--- src/rtl/pattern_applier.sv ---
// Test-vector applier: fetches {stimulus, expected, mask} vectors, drives the CUT,
// waits a settle time, and compares the masked response, tracking pass/fail results.
module pattern_applier #(
    parameter int unsigned IN_W   = 2,
    parameter int unsigned OUT_W  = 1,
    parameter int unsigned AW     = 2,
    parameter int unsigned SETTLE = 1,
    parameter int unsigned CNT_W  = 4
) (
    input  logic                     clk,
    input  logic                     rst,
    input  logic                     start,
    input  logic [AW:0]              num_vec,
    output logic [AW-1:0]            vec_addr,
    input  logic [IN_W+2*OUT_W-1:0]  vec_data,
    output logic [IN_W-1:0]          cut_in,
    input  logic [OUT_W-1:0]         cut_out,
    output logic                     busy,
    output logic                     done,
    output logic                     pass,
    output logic [CNT_W-1:0]         fail_cnt,
    output logic [AW-1:0]            first_fail_idx,
    output logic                     first_fail_vld
);

    localparam int unsigned DW = IN_W + 2 * OUT_W;

    typedef enum logic [2:0] {
        StIdle,
        StFetch,
        StApply,
        StSettle,
        StCompare,
        StDone
    } state_e;

    state_e             state_q;
    logic [AW:0]        num_q;
    logic [AW-1:0]      idx_q;
    logic [OUT_W-1:0]   exp_q;
    logic [OUT_W-1:0]   mask_q;
    logic [3:0]         settle_q;

    logic mismatch;
    logic last_vec;

    assign mismatch = |((cut_out ^ exp_q) & mask_q);
    assign last_vec = ({1'b0, idx_q} == (num_q - (AW + 1)'(1)));
    // The vector index register doubles as the memory address.
    assign vec_addr = idx_q;

    always_ff @(posedge clk) begin
        if (rst) begin
            state_q        <= StIdle;
            num_q          <= '0;
            idx_q          <= '0;
            exp_q          <= '0;
            mask_q         <= '0;
            settle_q       <= '0;
            cut_in         <= '0;
            busy           <= 1'b0;
            done           <= 1'b0;
            pass           <= 1'b0;
            fail_cnt       <= '0;
            first_fail_idx <= '0;
            first_fail_vld <= 1'b0;
        end else begin
            done <= 1'b0;
            unique case (state_q)
                StIdle: begin
                    if (start) begin
                        fail_cnt       <= '0;
                        first_fail_idx <= '0;
                        first_fail_vld <= 1'b0;
                        if (num_vec != '0) begin
                            num_q   <= num_vec;
                            idx_q   <= '0;
                            busy    <= 1'b1;
                            pass    <= 1'b0;
                            state_q <= StFetch;
                        end else begin
                            pass    <= 1'b1;
                            done    <= 1'b1;
                            state_q <= StDone;
                        end
                    end
                end
                StFetch: begin
                    state_q <= StApply;
                end
                StApply: begin
                    cut_in   <= vec_data[DW-1 -: IN_W];
                    exp_q    <= vec_data[2*OUT_W-1 -: OUT_W];
                    mask_q   <= vec_data[OUT_W-1:0];
                    settle_q <= 4'(SETTLE);
                    state_q  <= StSettle;
                end
                StSettle: begin
                    settle_q <= settle_q - 4'd1;
                    if (settle_q <= 4'd1) begin
                        state_q <= StCompare;
                    end
                end
                StCompare: begin
                    if (mismatch) begin
                        if (!(&fail_cnt)) begin
                            fail_cnt <= fail_cnt + CNT_W'(1);
                        end
                        if (!first_fail_vld) begin
                            first_fail_idx <= idx_q;
                            first_fail_vld <= 1'b1;
                        end
                    end
                    if (last_vec) begin
                        // Verdict includes this final compare, so it is valid alongside done.
                        pass    <= (fail_cnt == '0) && !mismatch;
                        busy    <= 1'b0;
                        done    <= 1'b1;
                        state_q <= StDone;
                    end else begin
                        idx_q   <= idx_q + AW'(1);
                        state_q <= StFetch;
                    end
                end
                StDone: begin
                    state_q <= StIdle;
                end
                default: begin
                    state_q <= StIdle;
                end
            endcase
        end
    end

endmodule

--- config.mk ---
export PLATFORM = sky130hd
export DESIGN_NAME = pattern_applier
export DESIGN_NICKNAME = d
export VERILOG_FILES = /design/src/rtl/pattern_applier.sv
export SDC_FILE = /design/constraint.sdc
export NUM_CORES = 1
export LEC_CHECK = 0
export CAP_MARGIN = 30
export CORE_MARGIN = 3
export CORE_UTILIZATION = 45
export CTS_BUF_LIST = sky130_fd_sc_hd__clkbuf_8
export DETAILED_ROUTE_END_ITERATION = 7
export PLACE_DENSITY_LB_ADDON = 0.05
export SETUP_SLACK_MARGIN = 0.4
export SYNTH_ARGS = -nofsm -noshare
export SYNTH_HDL_FRONTEND = slang
export SYNTH_SLANG_ARGS = --single-unit
--- constraint.sdc ---
create_clock -name clk -period 1.93 [get_ports clk]
set_input_delay 0.2895 -clock clk [delete_from_list [all_inputs] [get_ports clk]]
set_output_delay 0.2895 -clock clk [all_outputs]
set_load 0.01 [all_outputs]
* Yosys cells after proc, flatten, opt, wreduce, memory -nomap -nowiden
Index checks and enable logic that the tools add are counted.
W data, S select, Z words.
** Operators by class
- Reductions and logical operators :: 16
- Bitwise gates (word level) :: 2
- Shift-type cells :: 0
- Add/sub/neg operators :: 4
- $mul :: 0
- Equality and inequality tests :: 13
- Multiplexer cells :: 32
- Div/mod/pow operators :: 0
- Order comparisons :: 1
** Operator list (number)
- $reduce_and A4 Y1 :: 5
- $ne A2 B2 Y1 const B :: 8
- $pmux W4 S2 :: 2
- $pmux W3 S5 :: 1
- $mux W2 :: 6
- $mux W3 :: 4
- $mux W4 :: 3
- $mux W1 :: 10
- $reduce_and A3 Y1 :: 3
- $pmux W1 S2 :: 4
- $pmux W2 S2 :: 2
- $eq A3 B2 Y1 const B :: 2
- $add A4 B1 Y4 const B :: 1
- $le A4 B1 Y1 const B :: 1
- $logic_not A4 Y1 :: 1
- $reduce_bool A2 Y1 :: 2
- $sub A4 B1 Y4 const B :: 1
- $eq A2 B3 Y1 :: 1
- $eq A3 B1 Y1 const B :: 1
- $eq A3 B3 Y1 const B :: 1
- $logic_not A3 Y1 :: 1
- $reduce_bool A3 Y1 :: 1
- $sub A3 B1 Y3 const B :: 1
- $add A2 B1 Y2 const B :: 1
- other kinds (5) :: 5
** Storage, ports and cells
- Bits in latches :: 0
- Bits in read-only memories :: 0
- Bits in registers :: 26
- Memory bits (writable) :: 0
- Memories :: 0

* Longest topological paths before layout
Gate-level depths: netlist of run 1.
- Depth after elaboration :: 6
- Mapped depth :: 6

* Worst setup path before layout of run 1
Ideal clock, no wire load.
- Path kind :: register to register
- Start point :: reg num_q[0]
- End point :: reg idx_q[0], in the netlist vec_addr[0]
- Buffers on the path :: 0
- Slack :: 0.336 ns
- Cell stages (with the launch flop) :: 7
- Data arrival time :: 1.493 ns
- Required time :: 1.829 ns
- Clock period less this slack :: 1.594 ns
- Library setup time :: 0.101 ns
- Path through :: dfxtp_1 -> inv_1 -> ha_1 -> xor2_1 -> a31oi_1 -> or4b_1 -> o41ai_1
** On the way
- Cells in the longest elaborated chain, start to end :: 4
** Ends and longest elaborated chain
- start: declaration :: line 38 : logic [AW:0] num_q;
- start signal: assignment :: line 76 : num_q <= num_vec;
- $sub A3 B1 Y3 :: line 48 : assign last_vec = ({1'b0, idx_q} == (num_q - (AW + 1)'(1)));
- $eq A2 B3 Y1 :: line 48
- $ne A2 B2 Y1 (no line)
- $reduce_and A4 Y1 (no line)
- end signal: assignment :: line 121 : idx_q <= idx_q + AW'(1);
- end: declaration :: line 39 : logic [AW-1:0] idx_q;
No other way between the ends.
A chain may end at the register's enable or synchronous reset.

* Worst setup path after layout of run 1
- Start point :: reg num_q[1]
- End point :: reg idx_q[0], in the netlist vec_addr[0]
The elaborated chain is that of the path after synthesis.

==> qor.csv, run 1 <==
metric,value,unit
status,finished clean,
grt_max_degree,15,
clock_latency,0.27,ns
ios,25,
vias,1162,
synth-warning-count,0,
cellPowerDensity,756,nW/um^2
slew_headroom,0.667,
synthCells,146,
rsz0062_at_grt,true,
cp-start-kind,register,
worstPathMaxFanout,3,
async_flop_share,0,
ir_worst_vdd,0.624,mV
htreeDepth,1,
antenna_cells,0,
port_buffers,24,
worstPathRequired,2.10,ns
gp_congestion,0.839,
cts_made_buffers,3,
nets,193,
comb_power_share,0.263,
place_area,1550,um^2
worstMarginPinSlew,0.496,ns
ant_nets,0,
multi_input_comb_area,797,um^2
synthTopCellsByCount,"dfxtp_1, nor2_1, a21oi_1, nand2_1, o21ai_0",
synth-seq-cells,26,
num_rows,18,
grt_pass1_wl,4910,um
drive_above_1_share,0.250,
drv_slew,0,
cts_hold_buf,0,
synth_most_common_cell,dfxtp_1,
critPathKind,reg -> reg,
clock_sinks,26,
intPower,0.939,mW
regArea,539,um^2
clockPowerShare,0.262,
synthesis.nets,162,
avgSynthCellArea,8.79,um^2
finalSetupViolations,0,
vias_per_cell,5.64,
crit_path_end_kind,register,
p_switching,0.401,mW
core_area,2590,um^2
start_util,0.496,
synth_edf_count,0,
crit_chain,inv_2 -> ha_4 -> xor2_4 -> a31oi_2 -> or4b_1 -> o41ai_1,
cpPeakStageDelay,0.47,ns
clkTransAtPathRegs,0.09,ns
netlist_area,1280,um^2
seq_area_frac_synth,0.405,
hold_class,reg -> reg,
fmax,624,MHz
synth-main-ff-cell,dfxtp_1,
die_width,59.4,um
crit_arrival,1.77,ns
sequentialPowerShare,0.475,
synth_top_area_share,0.405,
drv_cap,0,
drcViolationCount,0,
drt_iter0_drc,81,
grt_usage,0.184,
synth_top_cell_by_area,dfxtp_1,
die_h,59.4,um
grt_overflow_total,0,
min_period,1.60,ns
synth_cell_types,42,
cts_buffer_depth,2,
dp.final_hpwl,2090,um
switching_share,0.299,
synthToLayoutAreaGrowth,38.0,%
fin_setup_tns,0,ns
p_leak,0.694,nW
synth_area_leaders,"dfxtp_1, ha_1, nor2_1",
cts_root_buf,clkbuf_8,
detail_route.wl_per_cell,14.4,um
grt_antenna_before_repair,0,
fp.dieArea,3530,um^2
cts_tree,yes,
fillCellCount,216,
cpMaxStageDelayCell,or4b_1,
hold_violations,0,
grt_pass1_vias,1156,
fin_crit_sh,0.830,
stdcell_area,1770,um^2
fin_skew,0.00258,ns
drtPass1Iterations,4,
postRouteWirelength,2960,um
==> flip-flops by register name (all words and copies together), names as in the netlist <==
name / flops
fail_cnt: 4
settle_q: 4
num_q: 3
state_q: 3
cut_in: 2
first_fail_idx: 2
vec_addr: 2
busy: 1
done: 1
exp_q: 1
first_fail_vld: 1
mask_q: 1
pass: 1
==> repair_timing <==
action                                  in CTS  in global routing
resized for setup                           10                 24
cloned                                       0                  0
endpoints found under the setup margin      13                 22
pin swaps                                    1                  7
buffers inserted                             2                  3
==> cells in the final DEF (no fill, tap or decap), drive strengths merged, types with 2 or more instances in the layout <==
master,instances
nor2b,4
nor4b,2
a21oi,11
nand2,11
ha,5
dlymetal6s2s,5
nand4,2
xor2,3
nand3,5
o41ai,2
a2111oi,2
nor3,4
nor4,2
mux2i,2
and3,2
clkdlybuf4s50,19
dfxtp,26
o21ai,8
buf,9
a211oi,2
clkbuf,4
a22oi,4
nor2,16
a31oi,3
nand4b,2
nand3b,4
inv,6
==> path summary, 6_finish.rpt <==
check / startpoint / end / slack [ns] / depth (start not counted)
worst min register to register: first_fail_idx[1] / first_fail_idx[1] / 0.46 / 2
worst max register to register: num_q[1] / vec_addr[0] / 0.33 / 6
worst min-delay path: first_fail_idx[1] / first_fail_idx[1] / 0.46 / 2
worst max-delay path: num_q[1] / vec_addr[0] / 0.33 / 6
==> power groups by stage <==
stage          clock [mW]  combinational [mW]  sequential [mW]
4_1_cts             0.364               0.315            0.630
3_5_place_dp            0               0.297            0.641
3_3_place_gp            0               0.288            0.641
6_report            0.351               0.352            0.636
5_1_grt             0.391               0.392            0.645
2_1_floorplan           0               0.226            0.615
==> per-stage QoR <==
| stage | hold WS [ns] | utilization | worst slack (ns) | instances | total power [mW] |
|---|---|---|---|---|---|
| after floorplan | 0.426 | - | 0.366 | 146 | 0.841 |
| after global placement | 0.443 | 0.600 | 0.171 | 197 | 0.929 |
| after detailed placement | 0.451 | 0.600 | 0.116 | 197 | 0.938 |
| after CTS | 0.464 | 0.641 | 0.317 | 203 | 1.31 |
| after global routing | 0.492 | 0.684 | 0.253 | 206 | 1.43 |
| final | 0.462 | 0.684 | 0.328 | 206 | 1.34 |
==> worst max-delay path: cells and delay by family, from the launching register on <==
kind	cells	cell delay [ns]
flops	1	0.34
buf+inv	1	0.04
fa+ha+maj	1	0.28
simple gates	1	0.47
xor+xnor	1	0.18
compound gates	2	0.18
==> per-layer routing <==
layer / vias up / track usage / share of wire
met2: 31 / 0.328 / 0.50
met1: 535 / 0.212 / 0.43
met4: 0 / 0.0874 / 0.018
met3: 5 / 0.0283 / 0.056
li1: 591 / - / -
met5: - / 0 / 0
==> final cells by class <==
type | count | share of cell area
flip-flops and latches | 26 | 0.304
multi-input cells | 107 | 0.450
repair buffers | 33 | 0.181
well taps | 30 | 0.0212
clock buffers | 4 | 0.0311
inverters | 6 | 0.0127
==> logic make-up after synthesis <==
group,synth area share
fa+ha+maj,0.0487
buf+inv,0.0478
compound gates,0.188
flops,0.405
simple gates,0.267
xor+xnor,0.0273
mux,0.0156
Power figures use the tool's default switching activity.
==> inputs of run 2 (changes only) <==
==> constraint.sdc (replaced) <==
create_clock -name clk -period 1.4 [get_ports clk]
set_input_delay 0.21 -clock clk [delete_from_list [all_inputs] [get_ports clk]]
set_output_delay 0.21 -clock clk [all_outputs]
set_load 0.01 [all_outputs]
==> run 2 against run 1 <==
  * Combinational power rose to 2.5 times the previous value
  * Critical path type unchanged
  * Highest routed layer unchanged
  * Flip-flop and latch count unchanged
  * Final area up 32%
  * The flow now finishes with violations (negative setup slack)
==> qor.csv, run 2 (synthesis gave the netlist of run 1 again) <==
metric,value,unit,change
status,"complete, but fails checks",,
violations,negative setup slack,,
finalSetupViolations,11,,+11
cellPowerDensity,1020,nW/um^2,+35%
worstPathRequired,1.56,ns,-0.54 ns
die_h,59.4,um,unchanged
cts_tree,yes,,
fmax,579,MHz,-7.2%
crit_path_end_kind,register,,
hold_class,in -> reg,,
nets,238,,+23%
port_buffers,24,,unchanged
start_util,0.496,,unchanged
grt_max_degree,16,,+1
startpoint,num_q[1],,
ir_worst_vdd,1.16,mV,+86%
drv_cap,0,,unchanged
detail_route.wl_per_cell,20.6,um,+43%
crit_arrival,1.88,ns,+0.11 ns
vias,1504,,+29%
num_rows,18,,unchanged
dp.final_hpwl,2450,um,+17%
fin_skew,0.00421,ns,+0.00164 ns
worst_slack,-0.326,ns,-0.654 ns
clock_latency,0.28,ns,about the same
cts_made_buffers,3,,unchanged
htreeDepth,1,,unchanged
grt_overflow_total,0,,unchanged
timing.rr.start,num_q[1],,
critPathKind,reg -> reg,,
mostFrequentLayoutCells,"buf_4, buf_6, dfxtp_2, nand2_1, clkdlybuf4s50_1",,
synthToLayoutAreaGrowth,81.8,%,
clock_sinks,26,,unchanged
crit_chain,inv_2 -> ha_4 -> xor2_4 -> buf_4 -> nand4_1 -> a31oi_1 -> a2111oi_2,,
drtPass1Iterations,4,,unchanged
critPathBufInv,2,,+1
biggestRegsByFlops,"fail_cnt x4, settle_q x4",,
vias_per_cell,5.99,,+6.2%
hold_violations,0,,unchanged
cp-start-kind,register,,
min_from,vec_data[2],,
cpPeakStageDelay,0.37,ns,-0.10 ns
p_leak,0.922,nW,+33%
cts_hold_buf,0,,unchanged
drv_slew,0,,unchanged
slew_headroom,0.660,,-0.00648
crit_family,compound AO/OA/AOI/OAI gates,,
postRouteWirelength,5180,um,+75%
core_area,2590,um^2,unchanged
gp_congestion,0.768,,-8.5%
grt_pass1_wl,6440,um,+31%
drive_above_1_share,0.629,,+0.379
cpMaxStageDelayCell,dfxtp_2,,
layout_commonest_cell,buf_4,,
ios,25,,unchanged
ant_nets,0,,unchanged
clkTransAtPathRegs,0.09,ns,about the same
grt_antenna_before_repair,0,,unchanged
cts_root_buf,clkbuf_8,,
grt_usage,0.241,,+0.0573
drcViolationCount,0,,unchanged
die_width,59.4,um,unchanged
worstMarginPinSlew,0.505,ns,+0.00930 ns
drt_iter0_drc,118,,+46%
fp.dieArea,3530,um^2,unchanged
min_period,1.73,ns,+0.124 ns
hold-worst-slack,0.475,ns,+0.0124 ns
antenna_cells,0,,unchanged
grt_pass1_vias,1404,,+21%
cts_buffer_depth,2,,unchanged
dp_slack,-0.254,ns,-0.370 ns
fin_crit_sh,1.23,,+0.403
rsz0062_at_grt,true,,
worstPathMaxFanout,3,,unchanged
run 2: cell count changes in the layout (fill, tap and decap cells not counted), sizes merged:
cell           before  now
bufinv              0    1
clkdlybuf4s15       0    1
clkbuf              4    3
buf                 9   67
clkdlybuf4s50      19   10
dlymetal6s2s        5    0
run 2: worst min-delay path: cells and delay by family:
kind / cells / cell delay (ns)
buffers and inverters: 1 / 0.39
AND/OR/NAND/NOR: 1 / 0.06
AO/OA/AOI/OAI: 1 / 0.05
run 2: cell type report:
class                   instances  area, um^2
clock buffers                   3        41.3
clock inverters                 1        30.0
fillers                       114         256
inverters                       6        27.5
multi-input cells             107         977
flip-flops and latches         26         564
well taps                      30        37.5
repair buffers                 78         656
run 2: power by group:
group / internal [mW] / switching [mW]
Clock: 0.383 / 0.253
Sequential: 0.799 / 0.0707
Combinational: 0.459 / 0.424
Total: 1.64 / 0.748
run 2: path summary, 6_finish.rpt:
| kind | endpoint | slack, ns | depth (start not counted) |
|---|---|---|---|
| worst min register to register | cut_in[0] | 0.48 | 2 |
| worst max-delay path | pass | -0.33 | 7 |
| worst max register to register | pass | -0.33 | 7 |
| worst min-delay path | cut_in[0] | 0.47 | 3 |
run 2: metal layers:
| layer | track usage | routed length, um | vias up |
|---|---|---|---|
| met5 | 0 | 0 | - |
| met4 | 0.0939 | 303 | 0 |
| met3 | 0.0218 | 210 | 33 |
| met2 | 0.452 | 2630 | 70 |
| met1 | 0.276 | 2030 | 723 |
| li1 | - | - | 678 |
run 2: metrics by stage:
stage	instances	instance area (um^2)	TNS [ns]	utilization	total power, mW
after floorplan	146	1390	-0.236	-	1.23
after global placement	224	1850	-2.06	0.714	1.46
after detailed placement	224	1850	-2.46	0.714	1.48
after CTS	244	2160	-0.734	0.833	2.22
after global routing	251	2330	-2.17	0.901	2.49
final	251	2330	-1.65	0.901	2.39
run 2: repair_timing:
action / 4_1_cts / 5_1_grt
buffers inserted: 16 / 7
setup endpoints to repair: 40 / 31
gates cloned: 0 / 0
resized for setup: 108 / 30
pin swaps: 18 / 15
